--- src/rtl/pri_icache_ctrl_seq_if.sv ---
// Command and per-core control/counter bundle between the cluster register file
// and the private icache command sequencer.
interface pri_icache_ctrl_seq_if #(
    parameter int NB_CORES = 8,
    parameter int CNT_W    = 32,
    parameter int SUM_W    = CNT_W + $clog2(NB_CORES)
);
    logic                      cmd_valid_i;
    logic                      cmd_ready_o;
    logic [2:0]                cmd_op_i;
    logic [NB_CORES-1:0]       cmd_mask_i;
    logic                      done_o;
    logic                      err_o;
    logic [NB_CORES-1:0]       perf_en_i;
    logic [NB_CORES-1:0]       bypass_req_o;
    logic [NB_CORES-1:0]       bypass_ack_i;
    logic [NB_CORES-1:0]       flush_req_o;
    logic [NB_CORES-1:0]       flush_ack_i;
    logic [NB_CORES-1:0]       ctrl_clear_regs_o;
    logic [NB_CORES-1:0]       ctrl_enable_regs_o;
    logic [NB_CORES*CNT_W-1:0] hit_count_i;
    logic [NB_CORES*CNT_W-1:0] trans_count_i;
    logic [NB_CORES*CNT_W-1:0] miss_count_i;
    logic [SUM_W-1:0]          hit_sum_o;
    logic [SUM_W-1:0]          trans_sum_o;
    logic [SUM_W-1:0]          miss_sum_o;

    modport slave (
        input  cmd_valid_i, cmd_op_i, cmd_mask_i, perf_en_i, bypass_ack_i, flush_ack_i,
               hit_count_i, trans_count_i, miss_count_i,
        output cmd_ready_o, done_o, err_o, bypass_req_o, flush_req_o, ctrl_clear_regs_o,
               ctrl_enable_regs_o, hit_sum_o, trans_sum_o, miss_sum_o
    );

    modport master (
        output cmd_valid_i, cmd_op_i, cmd_mask_i, perf_en_i, bypass_ack_i, flush_ack_i,
               hit_count_i, trans_count_i, miss_count_i,
        input  cmd_ready_o, done_o, err_o, bypass_req_o, flush_req_o, ctrl_clear_regs_o,
               ctrl_enable_regs_o, hit_sum_o, trans_sum_o, miss_sum_o
    );
endinterface

--- src/rtl/pri_icache_ctrl_seq.sv ---
// Private icache command sequencer: one masked command at a time drives per-core
// bypass/flush/clear lines and accumulates per-core perf counters into totals.
module pri_icache_ctrl_seq #(
    parameter int NB_CORES = 8,
    parameter int CNT_W    = 32,
    parameter int SUM_W    = CNT_W + $clog2(NB_CORES)
) (
    input  logic                  clk_i,
    input  logic                  rst_i,
    pri_icache_ctrl_seq_if.slave  bus
);
    localparam int IDX_W = (NB_CORES > 1) ? $clog2(NB_CORES) : 1;

    localparam logic [2:0] OP_BYP_SET = 3'd0;
    localparam logic [2:0] OP_BYP_CLR = 3'd1;
    localparam logic [2:0] OP_FLUSH   = 3'd2;
    localparam logic [2:0] OP_CLEAR   = 3'd3;
    localparam logic [2:0] OP_SUM     = 3'd4;

    typedef enum logic [2:0] {
        S_IDLE,
        S_BYP_WAIT,
        S_FLUSH_WAIT,
        S_CLEAR,
        S_SUM,
        S_DONE
    } state_t;

    state_t              r_state;
    logic [NB_CORES-1:0] r_mask;
    logic [IDX_W-1:0]    r_idx;
    logic [NB_CORES-1:0] r_byp_req;
    logic [NB_CORES-1:0] r_flush_req;
    logic [NB_CORES-1:0] r_clear;
    logic [NB_CORES-1:0] r_enable;
    logic                r_done;
    logic                r_err;
    logic [SUM_W-1:0]    r_hit_sum;
    logic [SUM_W-1:0]    r_trans_sum;
    logic [SUM_W-1:0]    r_miss_sum;

    logic [CNT_W-1:0]    w_hit;
    logic [CNT_W-1:0]    w_trans;
    logic [CNT_W-1:0]    w_miss;
    logic [NB_CORES-1:0] w_flush_left;
    logic                w_byp_match;
    logic                w_last_idx;

    // Counters of the core currently walked by the SUM sequence.
    assign w_hit   = bus.hit_count_i[r_idx*CNT_W +: CNT_W];
    assign w_trans = bus.trans_count_i[r_idx*CNT_W +: CNT_W];
    assign w_miss  = bus.miss_count_i[r_idx*CNT_W +: CNT_W];

    assign w_flush_left = r_flush_req & ~bus.flush_ack_i;
    assign w_byp_match  = ((bus.bypass_ack_i ^ r_byp_req) & r_mask) == '0;
    assign w_last_idx   = (r_idx == IDX_W'(NB_CORES - 1));

    always_ff @(posedge clk_i) begin
        if (rst_i) begin
            r_state     <= S_IDLE;
            r_mask      <= '0;
            r_idx       <= '0;
            r_byp_req   <= '0;
            r_flush_req <= '0;
            r_clear     <= '0;
            r_done      <= 1'b0;
            r_err       <= 1'b0;
            r_hit_sum   <= '0;
            r_trans_sum <= '0;
            r_miss_sum  <= '0;
        end else begin
            case (r_state)
                S_IDLE: begin
                    if (bus.cmd_valid_i) begin
                        r_mask <= bus.cmd_mask_i;
                        case (bus.cmd_op_i)
                            OP_BYP_SET: begin
                                r_byp_req <= r_byp_req | bus.cmd_mask_i;
                                r_state   <= S_BYP_WAIT;
                            end
                            OP_BYP_CLR: begin
                                r_byp_req <= r_byp_req & ~bus.cmd_mask_i;
                                r_state   <= S_BYP_WAIT;
                            end
                            OP_FLUSH: begin
                                r_flush_req <= bus.cmd_mask_i;
                                r_state     <= S_FLUSH_WAIT;
                            end
                            OP_CLEAR: begin
                                r_clear <= bus.cmd_mask_i;
                                r_state <= S_CLEAR;
                            end
                            OP_SUM: begin
                                r_hit_sum   <= '0;
                                r_trans_sum <= '0;
                                r_miss_sum  <= '0;
                                r_idx       <= '0;
                                r_state     <= S_SUM;
                            end
                            default: begin
                                r_done  <= 1'b1;
                                r_err   <= 1'b1;
                                r_state <= S_DONE;
                            end
                        endcase
                    end
                end
                S_BYP_WAIT: begin
                    if (w_byp_match) begin
                        r_done  <= 1'b1;
                        r_state <= S_DONE;
                    end
                end
                S_FLUSH_WAIT: begin
                    r_flush_req <= w_flush_left;
                    if (w_flush_left == '0) begin
                        r_done  <= 1'b1;
                        r_state <= S_DONE;
                    end
                end
                S_CLEAR: begin
                    r_clear <= '0;
                    r_done  <= 1'b1;
                    r_state <= S_DONE;
                end
                S_SUM: begin
                    if (r_mask[r_idx]) begin
                        r_hit_sum   <= r_hit_sum + SUM_W'(w_hit);
                        r_trans_sum <= r_trans_sum + SUM_W'(w_trans);
                        r_miss_sum  <= r_miss_sum + SUM_W'(w_miss);
                    end
                    r_idx <= r_idx + 1'b1;
                    if (w_last_idx) begin
                        r_done  <= 1'b1;
                        r_state <= S_DONE;
                    end
                end
                S_DONE: begin
                    r_done  <= 1'b0;
                    r_err   <= 1'b0;
                    r_state <= S_IDLE;
                end
                default: r_state <= S_IDLE;
            endcase
        end
    end

    always_ff @(posedge clk_i) begin
        if (rst_i) r_enable <= '0;
        else       r_enable <= bus.perf_en_i;
    end

    assign bus.cmd_ready_o        = (r_state == S_IDLE);
    assign bus.done_o             = r_done;
    assign bus.err_o              = r_err;
    assign bus.bypass_req_o       = r_byp_req;
    assign bus.flush_req_o        = r_flush_req;
    assign bus.ctrl_clear_regs_o  = r_clear;
    assign bus.ctrl_enable_regs_o = r_enable;
    assign bus.hit_sum_o          = r_hit_sum;
    assign bus.trans_sum_o        = r_trans_sum;
    assign bus.miss_sum_o         = r_miss_sum;
endmodule

--- src/flat_wrapper.sv ---
// flat-port wrapper written by rule: the top's interface ports become plain ports
module pri_icache_ctrl_seq_flat 
#(
    parameter int NB_CORES = 8,
    parameter int CNT_W    = 32,
    parameter int SUM_W    = CNT_W + $clog2(NB_CORES)
)
  (clk_i, rst_i, bus_cmd_valid_i, bus_cmd_op_i, bus_cmd_mask_i, bus_perf_en_i, bus_bypass_ack_i, bus_flush_ack_i, bus_hit_count_i, bus_trans_count_i, bus_miss_count_i, bus_cmd_ready_o, bus_done_o, bus_err_o, bus_bypass_req_o, bus_flush_req_o, bus_ctrl_clear_regs_o, bus_ctrl_enable_regs_o, bus_hit_sum_o, bus_trans_sum_o, bus_miss_sum_o);
  pri_icache_ctrl_seq_if #(.NB_CORES(NB_CORES), .CNT_W(CNT_W), .SUM_W(SUM_W)) bus_i ();
  input  logic clk_i;
  input  logic rst_i;
  input wire logic [$bits(bus_i.cmd_valid_i)-1:0] bus_cmd_valid_i;
  input wire logic [$bits(bus_i.cmd_op_i)-1:0] bus_cmd_op_i;
  input wire logic [$bits(bus_i.cmd_mask_i)-1:0] bus_cmd_mask_i;
  input wire logic [$bits(bus_i.perf_en_i)-1:0] bus_perf_en_i;
  input wire logic [$bits(bus_i.bypass_ack_i)-1:0] bus_bypass_ack_i;
  input wire logic [$bits(bus_i.flush_ack_i)-1:0] bus_flush_ack_i;
  input wire logic [$bits(bus_i.hit_count_i)-1:0] bus_hit_count_i;
  input wire logic [$bits(bus_i.trans_count_i)-1:0] bus_trans_count_i;
  input wire logic [$bits(bus_i.miss_count_i)-1:0] bus_miss_count_i;
  output wire logic [$bits(bus_i.cmd_ready_o)-1:0] bus_cmd_ready_o;
  output wire logic [$bits(bus_i.done_o)-1:0] bus_done_o;
  output wire logic [$bits(bus_i.err_o)-1:0] bus_err_o;
  output wire logic [$bits(bus_i.bypass_req_o)-1:0] bus_bypass_req_o;
  output wire logic [$bits(bus_i.flush_req_o)-1:0] bus_flush_req_o;
  output wire logic [$bits(bus_i.ctrl_clear_regs_o)-1:0] bus_ctrl_clear_regs_o;
  output wire logic [$bits(bus_i.ctrl_enable_regs_o)-1:0] bus_ctrl_enable_regs_o;
  output wire logic [$bits(bus_i.hit_sum_o)-1:0] bus_hit_sum_o;
  output wire logic [$bits(bus_i.trans_sum_o)-1:0] bus_trans_sum_o;
  output wire logic [$bits(bus_i.miss_sum_o)-1:0] bus_miss_sum_o;
  assign bus_i.cmd_valid_i = bus_cmd_valid_i;
  assign bus_i.cmd_op_i = bus_cmd_op_i;
  assign bus_i.cmd_mask_i = bus_cmd_mask_i;
  assign bus_i.perf_en_i = bus_perf_en_i;
  assign bus_i.bypass_ack_i = bus_bypass_ack_i;
  assign bus_i.flush_ack_i = bus_flush_ack_i;
  assign bus_i.hit_count_i = bus_hit_count_i;
  assign bus_i.trans_count_i = bus_trans_count_i;
  assign bus_i.miss_count_i = bus_miss_count_i;
  assign bus_cmd_ready_o = bus_i.cmd_ready_o;
  assign bus_done_o = bus_i.done_o;
  assign bus_err_o = bus_i.err_o;
  assign bus_bypass_req_o = bus_i.bypass_req_o;
  assign bus_flush_req_o = bus_i.flush_req_o;
  assign bus_ctrl_clear_regs_o = bus_i.ctrl_clear_regs_o;
  assign bus_ctrl_enable_regs_o = bus_i.ctrl_enable_regs_o;
  assign bus_hit_sum_o = bus_i.hit_sum_o;
  assign bus_trans_sum_o = bus_i.trans_sum_o;
  assign bus_miss_sum_o = bus_i.miss_sum_o;
  pri_icache_ctrl_seq #(.NB_CORES(NB_CORES), .CNT_W(CNT_W), .SUM_W(SUM_W)) u_core (.clk_i(clk_i), .rst_i(rst_i), .bus(bus_i));
endmodule
--- config.mk ---
export PLATFORM = sky130hd
export DESIGN_NAME = pri_icache_ctrl_seq_flat
export DESIGN_NICKNAME = d
export VERILOG_FILES = /design/src/rtl/pri_icache_ctrl_seq_if.sv /design/src/rtl/pri_icache_ctrl_seq.sv /design/src/flat_wrapper.sv
export SDC_FILE = /design/constraint.sdc
export NUM_CORES = 1
export LEC_CHECK = 0
export CAP_MARGIN = 30
export CELL_PAD_IN_SITES_DETAIL_PLACEMENT = 1
export CELL_PAD_IN_SITES_GLOBAL_PLACEMENT = 2
export CORE_AREA = 5 5 366 368
export CTS_CLUSTER_DIAMETER = 50
export DETAILED_ROUTE_END_ITERATION = 12
export DIE_AREA = 0 0 371 373
export PLACE_DENSITY_LB_ADDON = 0.1
export SLEW_MARGIN = 20
export SYNTH_ARGS = -nofsm -noshare
export SYNTH_HDL_FRONTEND = slang
export SYNTH_SLANG_ARGS = --single-unit
export TNS_END_PERCENT = 100
--- constraint.sdc ---
create_clock -name clk_i -period 6.15 [get_ports clk_i]
set_input_delay 0.615 -clock clk_i [delete_from_list [all_inputs] [get_ports clk_i]]
set_output_delay 0.615 -clock clk_i [all_outputs]
set_load 0.02 [all_outputs]
==> impl_metrics.tcl <==
set metrics [dict create \
    status "finished clean" \
    largest_delay_contributor_family_on_the_critical_path "compound AO/OA/AOI/OAI gates" \
    tritoncts "yes" \
    synth_enable_flop_cells 0 \
    die_x_um 371 \
    initial_utilization 0.128 \
    synth_top_cell_by_area "sky130_fd_sc_hd__mux4_2" \
    area_growth_syn_to_layout_pct 73.1 \
    post_drt_via_cell_ratio 4.19 \
    cts_resized 0 \
    rsz0062_at_grt "no" \
    clock_latency_ns 0.51 \
    post_cts.repair.setup_buffers 0 \
    worst_ir_drop_vdd_mv 0.240 \
    hold-path-cell-count 2 \
    wl_um 113000 \
    utilization 0.222 \
    ffs_latches_synth 153 \
    yosysWarningCount 0 \
    final.hold.worst_slack_ns 0.458 \
    fillers 15100 \
    worstPathCellList "buf_12 > mux4_2 > mux2_2 > ha_1 > fa_1 > a211oi_1 > o21ai_0 > nand2_1 > o211ai_2 > a311oi_2 > o21ai_0 > xnor2_1 > o21ai_0" \
    max-clock-path-buffers 2 \
    overflow 0 \
    first_pass_iteration_count_of_the_detailed_router 4 \
    ys_types 86 \
    gp_congestion 0.870 \
    critPathMaxStageDelay_ns 0.75 \
    detailedPlacementHpwl_um 95900 \
    hold_violations 0 \
    numCtsBuffers 17 \
    least_setup_slack_across_all_paths_after_layout_ns 1.31 \
    worst-r2r-cell-count 13 \
    critical_path.max_fanout 40 \
    rrSetupSlack_ns 1.31 \
    postSynth.topFlopCell "sky130_fd_sc_hd__dfxtp_1" \
    detail_route.iter0.violations 635 \
    worstMarginPinSlew_ns 0.964 \
    synth.top_cells.by_area "sky130_fd_sc_hd__mux4_2 (26%), sky130_fd_sc_hd__dfxtp_1 (18%), sky130_fd_sc_hd__ha_1 (7.3%), sky130_fd_sc_hd__mux2_2 (6.5%), sky130_fd_sc_hd__a21oi_1 (5.0%)" \
    remaining_drc_errors 0 \
    final.min_clock_period_ns 4.84 \
    routedWlPerCell_um 25.7 \
    largest_net_degree_at_the_start_of_global_routing 66 \
    clock.fmax_ghz 0.206 \
    worstPathArrival_ns 5.24 \
    first_pass_grt_wire_length_um 157000 \
    clock_tree.root_cell "sky130_fd_sc_hd__clkbuf_16" \
    fraction_of_layout_instances_using_a_drive_strength_above_1 0.149 \
    grt_pass1_vias 20700 \
    dieArea_um2 138000 \
    yosysTopAreaCellShare 0.262 \
    timing.final.crit_share 0.788 \
    die_y_um 373 \
    crit_required_ns 6.55 \
    crit_top_cell "sky130_fd_sc_hd__o21ai_0" \
    buffer_ports.inserted 945 \
    slew_violations 0 \
    post_synth_inst_count 1762 \
    syn_area_per_cell_um2 9.48 \
    grt.total_usage 0.157 \
    timing.hold.worst.start "u_core.bus.ctrl_clear_regs_o[5]$_SDFFE_PP0P_" \
    num_io_pins 946 \
    critPathSlowestCell "sky130_fd_sc_hd__dfxtp_4" \
    hold-path-endpoint "u_core.bus.ctrl_clear_regs_o[5]$_SDFFE_PP0P_" \
    timing.critical_path.depth 13 \
    synth-seq-area-share 0.183 \
    clk_pin_slew_ns 0.08 \
    power.leakage_nw 10.1 \
    post_synth_most_frequent_cells "sky130_fd_sc_hd__mux4_2 (194), sky130_fd_sc_hd__nand2_1 (180), sky130_fd_sc_hd__a21oi_1 (166)" \
    clock_sinks 153 \
    detailedPlace.worstSlack_ns 1.23 \
    hold_buffers 0 \
    number_of_antenna_violations_at_the_first_check_in_global_routing 19 \
    coreArea_um2 130000 \
    fin_setup_tns_ns 0 \
    clock-skew-final_ns 0.0132 \
    worstHoldPathType "flop to flop" \
    mappedNetlistArea_um2 16700 \
    htree_num_levels 4 \
    final_net_count 3550 \
    rr_endpoint "u_core.bus.miss_sum_o[30]$_SDFFE_PP0P_" \
    setup_viol 0 \
    setup.worst_path.end_class "flop" \
    critical_path.reg2reg.startpoint "u_core.r_idx[0]$_SDFFE_PP0P_" \
    p_per_area_nw_per_um2 223 \
    timing.critical_path.from_type "flop" \
    ant_nets 0 \
    max_cap_viol_count 0 \
    route.vias.total 18500 \
    cp_num_buf_inv 1 \
    critPathKind "flop to flop" \
    row_count 133 \
    mappedNetlistNets 2669 \
    relSlewSlack 0.349 \
    synthArstFlopShare 0 \
    most_frequent_cell_after_synthesis "sky130_fd_sc_hd__mux4_2" \
]
-- cell type report --
cell class,count,area [um^2],area share
antenna,9,22.5,0.000779
clock buffer,20,457,0.0158
timing repair buffer,982,9870,0.341
inverter,41,154,0.00532
tap,1755,2200,0.0760
sequential,153,3070,0.106
clock inverter,12,140,0.00485
multi-input combinational,1448,13000,0.450
-- power breakdown --
group	switching [mW]	internal, mW
Sequential	0.145	1.07
Clock	0.566	0.624
Combinational	1.99	2.06
-- layer usage --
metal,wire length (um),global-route usage,up-vias
met4,1650,0.0332,14
met2,57200,0.283,618
li1,-,-,8654
met1,46700,0.186,9160
met3,7780,0.0440,63
met5,89,0,-
-- metrics by stage --
| step | power, mW | cells | cell area, um^2 |
|---|---|---|---|
| 2_1_floorplan | 3.68 | 1762 | 16700 |
| 3_3_place_gp | 5.37 | 4378 | 28300 |
| 3_5_place_dp | 5.39 | 4379 | 28300 |
| 4_1_cts | 6.67 | 4411 | 28900 |
| 5_1_grt | 6.95 | 4416 | 28900 |
| 6_report | 6.46 | 4420 | 28900 |
-- state kept, by name (all words and copies together), names as in the netlist, named ones only --
signal	cells
u_core.bus.hit_sum_o	35
u_core.bus.miss_sum_o	35
u_core.bus.trans_sum_o	35
u_core.bus.ctrl_clear_regs_o	8
u_core.bus.ctrl_enable_regs_o	8
u_core.bus.flush_req_o	8
u_core.r_mask	8
u_core.r_idx	3
u_core.r_state	3
u_core.bus.done_o	1
u_core.bus.err_o	1
-- worst reg2reg max path: stages (launching register included) --
cell and delay [ns]:
sky130_fd_sc_hd__dfxtp_4 0.75, sky130_fd_sc_hd__buf_12 0.43, sky130_fd_sc_hd__mux4_2 0.59, sky130_fd_sc_hd__mux2_2 0.28, sky130_fd_sc_hd__ha_1 0.23, sky130_fd_sc_hd__fa_1 0.47, sky130_fd_sc_hd__a211oi_1 0.34, sky130_fd_sc_hd__o21ai_0 0.23
sky130_fd_sc_hd__nand2_1 0.19, sky130_fd_sc_hd__o211ai_2 0.20, sky130_fd_sc_hd__a311oi_2 0.53, sky130_fd_sc_hd__o21ai_0 0.23, sky130_fd_sc_hd__xnor2_1 0.18, sky130_fd_sc_hd__o21ai_0 0.09
-- kinds of logic after synthesis --
kind of cell	share of synthesized area
multiplexers	0.334
flip-flops	0.183
XOR/XNOR	0.0372
buffers and inverters	0.0398
AO/OA/AOI/OAI	0.194
AND/OR/NAND/NOR	0.135
adder cells (fa/ha/maj)	0.0770
-- worst max path at each step --
stage,from,to,slack (ns)
floorplan,u_core.r_idx[0]$_SDFFE_PP0P_,u_core.bus.trans_sum_o[26]$_SDFFE_PP0P_,1.86
global placement,u_core.r_idx[0]$_SDFFE_PP0P_,u_core.bus.miss_sum_o[30]$_SDFFE_PP0P_,1.23
detailed placement,u_core.r_idx[0]$_SDFFE_PP0P_,u_core.bus.miss_sum_o[30]$_SDFFE_PP0P_,1.23
CTS,u_core.r_idx[0]$_SDFFE_PP0P_,u_core.bus.hit_sum_o[33]$_SDFFE_PP0P_,1.21
global route,u_core.r_idx[0]$_SDFFE_PP0P_,u_core.bus.miss_sum_o[30]$_SDFFE_PP0P_,0.97
finish,u_core.r_idx[0]$_SDFFE_PP0P_,u_core.bus.miss_sum_o[30]$_SDFFE_PP0P_,1.31
-- cells in the final DEF (no fill, tap or decap), drive strengths merged, types with 29 or more instances in the layout --
master and instances:
mux2 97, nand4 29, dfxtp 153, a21o 60, a21oi 171, nand3 73
clkdlybuf4s50 944, nor2 77, mux4 194, nand2 180, xnor2 32, ha 98
inv 44, buf 38, o21ai 116, xor2 39
No activity file was read; power rests on OpenSTA's default activity.
